## src/rtl/lsu.sv

```systemverilog
// RV32I load/store unit: one byte/half/word access per request over a req/ack data-memory port,
// with load formatting, misalignment, illegal-funct3 and timeout reporting.
module lsu #(
   parameter int unsigned TIMEOUT_CYCLES = 255
) (
   input  logic        clk,
   input  logic        rst,
   input  logic        start,
   input  logic        mem_write,
   input  logic [2:0]  funct3,
   input  logic [31:0] addr,
   input  logic [31:0] store_data,
   output logic        busy,
   output logic        done,
   output logic [31:0] load_data,
   output logic [1:0]  err_code,
   output logic        dmem_req,
   output logic        dmem_we,
   output logic [31:0] dmem_addr,
   output logic [3:0]  dmem_be,
   output logic [31:0] dmem_wdata,
   input  logic        dmem_ack,
   input  logic [31:0] dmem_rdata,
   output logic [1:0]  state_o
);

   localparam int unsigned CW = (TIMEOUT_CYCLES < 2) ? 1 : $clog2(TIMEOUT_CYCLES + 1);

   typedef enum logic [1:0] {
      S_IDLE = 2'd0,
      S_REQ  = 2'd1,
      S_DONE = 2'd2
   } state_t;

   state_t          state_q;
   logic [1:0]      lane_q;
   logic [2:0]      f3_q;
   logic            write_q;
   logic [CW-1:0]   cnt_q;
   logic            busy_q, done_q, req_q, we_q;
   logic [31:0]     load_data_q, dmem_addr_q, dmem_wdata_q;
   logic [1:0]      err_q;
   logic [3:0]      dmem_be_q;

   logic            illegal, misaligned;
   logic [3:0]      be_d;
   logic [31:0]     wdata_d, rdata_fmt;
   logic [7:0]      rd_byte;
   logic [15:0]     rd_half;

   // Request decode works on the live inputs; only the accepted request gets latched.
   always_comb begin
      illegal    = (funct3 == 3'b011) || (funct3[2:1] == 2'b11) || (funct3[2] && mem_write);
      misaligned = ((funct3[1:0] == 2'b01) && addr[0]) ||
                   ((funct3[1:0] == 2'b10) && (addr[1:0] != 2'b00));
      be_d    = 4'b1111;
      wdata_d = store_data;
      case (funct3[1:0])
         2'b00: begin
            be_d    = 4'b0001 << addr[1:0];
            wdata_d = {4{store_data[7:0]}};
         end
         2'b01: begin
            be_d    = addr[1] ? 4'b1100 : 4'b0011;
            wdata_d = {2{store_data[15:0]}};
         end
         default: ;
      endcase
   end

   // Load formatting uses the latched lane and funct3, not the (possibly changed) inputs.
   always_comb begin
      rd_byte   = dmem_rdata[8*lane_q +: 8];
      rd_half   = lane_q[1] ? dmem_rdata[31:16] : dmem_rdata[15:0];
      rdata_fmt = dmem_rdata;
      case (f3_q)
         3'b000:  rdata_fmt = {{24{rd_byte[7]}}, rd_byte};
         3'b100:  rdata_fmt = {24'd0, rd_byte};
         3'b001:  rdata_fmt = {{16{rd_half[15]}}, rd_half};
         3'b101:  rdata_fmt = {16'd0, rd_half};
         default: rdata_fmt = dmem_rdata;
      endcase
   end

   always_ff @(posedge clk or posedge rst) begin
      if (rst) begin
         state_q      <= S_IDLE;
         lane_q       <= 2'd0;
         f3_q         <= 3'd0;
         write_q      <= 1'b0;
         cnt_q        <= '0;
         busy_q       <= 1'b0;
         done_q       <= 1'b0;
         req_q        <= 1'b0;
         we_q         <= 1'b0;
         load_data_q  <= 32'd0;
         err_q        <= 2'd0;
         dmem_addr_q  <= 32'd0;
         dmem_be_q    <= 4'd0;
         dmem_wdata_q <= 32'd0;
      end else begin
         done_q <= 1'b0;
         case (state_q)
            S_IDLE: begin
               if (start) begin
                  lane_q       <= addr[1:0];
                  f3_q         <= funct3;
                  write_q      <= mem_write;
                  cnt_q        <= '0;
                  load_data_q  <= 32'd0;
                  dmem_addr_q  <= {addr[31:2], 2'b00};
                  dmem_be_q    <= be_d;
                  dmem_wdata_q <= wdata_d;
                  if (illegal || misaligned) begin
                     state_q <= S_DONE;
                     done_q  <= 1'b1;
                     err_q   <= illegal ? 2'b10 : 2'b01;
                  end else begin
                     state_q <= S_REQ;
                     busy_q  <= 1'b1;
                     req_q   <= 1'b1;
                     we_q    <= mem_write;
                     err_q   <= 2'b00;
                  end
               end
            end
            S_REQ: begin
               // An ack in the last allowed cycle is checked first, so it beats the timeout.
               if (dmem_ack) begin
                  state_q <= S_DONE;
                  done_q  <= 1'b1;
                  busy_q  <= 1'b0;
                  req_q   <= 1'b0;
                  we_q    <= 1'b0;
                  err_q   <= 2'b00;
                  if (!write_q) load_data_q <= rdata_fmt;
               end else begin
                  cnt_q <= cnt_q + 1'b1;
                  if (cnt_q == CW'(TIMEOUT_CYCLES - 1)) begin
                     state_q     <= S_DONE;
                     done_q      <= 1'b1;
                     busy_q      <= 1'b0;
                     req_q       <= 1'b0;
                     we_q        <= 1'b0;
                     err_q       <= 2'b11;
                     load_data_q <= 32'd0;
                  end
               end
            end
            S_DONE:  state_q <= S_IDLE;
            default: state_q <= S_IDLE;
         endcase
      end
   end

   assign busy       = busy_q;
   assign done       = done_q;
   assign load_data  = load_data_q;
   assign err_code   = err_q;
   assign dmem_req   = req_q;
   assign dmem_we    = we_q;
   assign dmem_addr  = dmem_addr_q;
   assign dmem_be    = dmem_be_q;
   assign dmem_wdata = dmem_wdata_q;
   assign state_o    = state_q;

endmodule

```

## config.mk

```make
export PLATFORM = sky130hd
export DESIGN_NAME = lsu
export DESIGN_NICKNAME = d
export VERILOG_FILES = /design/src/rtl/lsu.sv
export SDC_FILE = /design/constraint.sdc
export NUM_CORES = 1
export LEC_CHECK = 0
export BUFFER_PORTS_ARGS = -buffer_cell sky130_fd_sc_hd__buf_2
export CAP_MARGIN = 20
export CORE_MARGIN = 2
export CORE_UTILIZATION = 45
export DETAILED_ROUTE_END_ITERATION = 8
export PLACE_DENSITY = 0.81
export SLEW_MARGIN = 20
export SYNTH_ARGS = -nofsm -noshare
export SYNTH_HDL_FRONTEND = slang
export SYNTH_SLANG_ARGS = --single-unit
```

## constraint.sdc

```tcl
create_clock -name clk -period 4.19 [get_ports clk]
set_clock_uncertainty 0.2 [all_clocks]
set_input_delay 0.2095 -clock clk [delete_from_list [all_inputs] [get_ports clk]]
set_output_delay 0.2095 -clock clk [all_outputs]
set_load 0.01 [all_outputs]
```

==> results.md <==
- H-tree depth: 4
- Die width: around 120 um
- Number of flops mapped to enable cells by yosys: 0
- Synthesized flop and latch total: ~120
- Area leader, netlist: dfrtp_1
- Mapped Cells: 592
- Mapped Area: around 0.0057 sq mm
- Top cells by area, synth: dfrtp_1 (52%), nand2_1 (9.8%), mux2i_1 (4.9%)
- Crit path time final: between 2 and 3 ns
- Final setup fails: 0
- RSZ-0062 raised after global routing: no
- 1st-iter DRT viols: between 500 and 600
- Vias in the first global route: a little over 6000
- Post-route ant nets: 0
- Largest net degree at the start of global routing: just over 90
- Wire per inst: 18.6 um
- Internal: between 3 and 4 mW
- Worst vdd ir: between 0.4 and 0.5 mV
- Via count: ~6000
- Post-synth top flop: dfrtp_1
- Clk pin slew, worst setup/hold paths: around 0.050 ns
- Root buf cell: clkbuf_16
- Share of cells above drive strength 1: 30.4%
- Max Cap Viol: 0
- First drt pass iteration count: 5
- FMAX: 0.359 GHz
- CTS tree: built
- Deepest clock path buffer count: 2
- Post-CTS Setup Repair Bufs: 0
- Worst path arrival time: 2.94 ns
- Avg Cell Area, Syn: 9.67 sq um
- FFs w/ async S/R, synth: 100%
- Die Ht: around 120 um
- Die ar.: around 0.014 sq mm
- Starting Density: a little under half
- Type of the most critical hold path: primary input to flip-flop
- Clock latency on the worst-skew pair: approximately 0.42 ns
- FF-to-FF path depth: 7
- First-pass GRT wire length: around 30000 um
- Max Transition Viols Final: 0
- Layout area overhead: 47.1%
- Fill cell count: between 800 and 900
- Core area: ~0.013 sq mm
- Leakage: around 4.2 nW
- Crit Path Max Fanout: 15
- Crit start category: flip-flop
- Commonest non-fill, non-tap cell in the layout: buf_2
- Run status: finished, final reports clean
- Port Buffers: about 210
- Relative slew slack: a little under a quarter
- Cell variety after synth: 55
- Setup TNS: 0 ns
- Area share of the leading cell type in the synthesized netlist: between 50% and 60%
- # DRC: 0
- Synth Warn #: 0
- Comb pwr share: a little under a third
- Pwr/cell area: 563 mW/mm^2
- Total global-route track usage: 29.3%
- Hold slack: approximately 0.069 ns
- Gpl congestion: ~0.86
- WP data required: around 4.3 ns
- Io pins: about 210
- Crit. End Element: flip-flop
- Final WL: 19700 um
- Initial antenna violation count: 0
- Clock Power Share: 33.0%
- Num CTS Buffers: 17
- Switching Power: around 1.6 mW
- Hold Fails Final Rpt: 0
- Ant diodes: 0
- Fin nets: 985
- Crit path kind: flip-flop to flip-flop
- Grt ovf: 0
- Row count: 41
- Seq pwr share: 36.8%
- Leading cell types in the layout, fill and taps excluded: buf_2 (209), nand2_1 (148), dfrtp_1 (119)
- CTS sink count: between 100 and 150
- Placed wire-length estimate: 11600 um
- Hold path depth: 3
- Tcrit/Tclk final: between 60% and 70%
- Sw frac: roughly 35%
- Via density: ~5.6
- Worst-Margin Slew: about 1.1 ns
- Sequential area share after synthesis: between 50% and 60%
## cell usage after synthesis, drive strengths merged (2+ instances only)
cell type / n
or3: 3
nand4: 3
a2111oi: 7
a211oi: 2
o221ai: 5
dfrtp: 119
o21ai: 29
o21a: 2
nor2b: 2
o41ai: 3
clkbuf: 27
nand2: 149
nor2: 54
and3b: 2
inv: 9
a21oi: 38
or2: 2
mux2: 8
o211ai: 5
o22ai: 6
o2bb2ai: 4
o31ai: 2
mux2i: 28
and3: 3
o311ai: 2
and2: 2
nand3: 8
ha: 2
mux4: 5
buf: 15
nand2b: 4
a221o: 17
xor2: 7
nor3b: 2
a31oi: 4
## path summary, 6_finish.rpt
path	endpoint	start	slack [ns]
min in group asynchronous	dmem_addr[20]	rst	0.23
setup reg to reg	load_data[26]	cnt_q[0]	1.41
hold / removal	f3_q[0]	funct3[0]	0.07
max in group asynchronous	load_data[29]	rst	2.63
hold reg to reg	dmem_addr[10]	dmem_addr[10]	0.28
setup / recovery	load_data[26]	cnt_q[0]	1.41
## state kept, by name, indices dropped and copies added (netlist names)
signal and cells:
cnt_q 8, dmem_addr 30, dmem_be 4, dmem_req 1, dmem_wdata 32, dmem_we 1
done 1, err_code 2, f3_q 3, lane_q 2, load_data 32, state_o 2
write_q 1
## layer usage
layer / track usage [%] / vias to the layer above / wire (um)
met1: 33.3 / 2821 / 7320
li1: - / 2646 / -
met2: 48.5 / 418 / 9630
met3: 11.0 / 84 / 1930
met5: 0 / - / 0
met4: 14.9 / 0 / 863
## critical path: stages (launching register included)
cell	delay, ns
dfrtp_1	0.40
inv_1	0.06
ha_1	0.19
and3_1	0.18
a211oi_2	0.63
or2_1	0.56
buf_4	0.33
a221o_1	0.18
## cell families (layout without fill, tap and decap cells)
family | count (synthesis) | after routing | synth area share [%]
AND/OR/NAND/NOR | 238 | 238 | 17.7
AO/OA/AOI/OAI | 132 | 132 | 15.9
flip-flops | 119 | 119 | 52.0
buffers and inverters | 52 | 351 | 4.35
multiplexers | 41 | 41 | 8.44
XOR/XNOR | 7 | 7 | 1.07
adder cells (fa/ha/maj) | 2 | 2 | 0.437
other | 1 | 2 | 0.0655
## per-stage QoR
| step | instances | instance area (sq um) | power (mW) | util, % | setup WS (ns) |
|---|---|---|---|---|---|
| global route | 1064 | 8420 | 4.99 | 67.3 | 1.17 |
| finish | 1064 | 8420 | 4.74 | 67.3 | 1.41 |
| detailed placement | 937 | 6830 | 3.04 | 54.5 | 1.42 |
| floorplan | 593 | 5730 | 2.50 | - | 0.623 |
| CTS | 1064 | 8420 | 4.69 | 67.3 | 1.42 |
| global placement | 937 | 6830 | 3.00 | 54.5 | 1.51 |
## repair_timing
item,4_1_cts,5_1_grt
hold buffers,95,0
endpoints found under the hold margin,142,0
resized for setup,0,0
## final cells by class
type                       instances  area, sq um  share of cell area, %
clock inverter                    12          174                   2.07
sequential                       119         2980                   35.4
timing repair buffer             309         2030                   24.2
multi-input combinational        422         2510                   29.8
tap                              172          215                   2.56
clock buffer                      20          467                   5.54
inverter                          10         40.0                  0.476
## power groups by stage
| stage | sequential, mW | clock [mW] | combinational (mW) |
|---|---|---|---|
| final | 1.74 | 1.57 | 1.43 |
| after global routing | 1.78 | 1.64 | 1.56 |
| after CTS | 1.72 | 1.58 | 1.39 |
| after detailed placement | 1.72 | 0 | 1.31 |
| after global placement | 1.72 | 0 | 1.28 |
| after floorplan | 1.80 | 0 | 0.704 |
(Power assumes the default switching activity.)
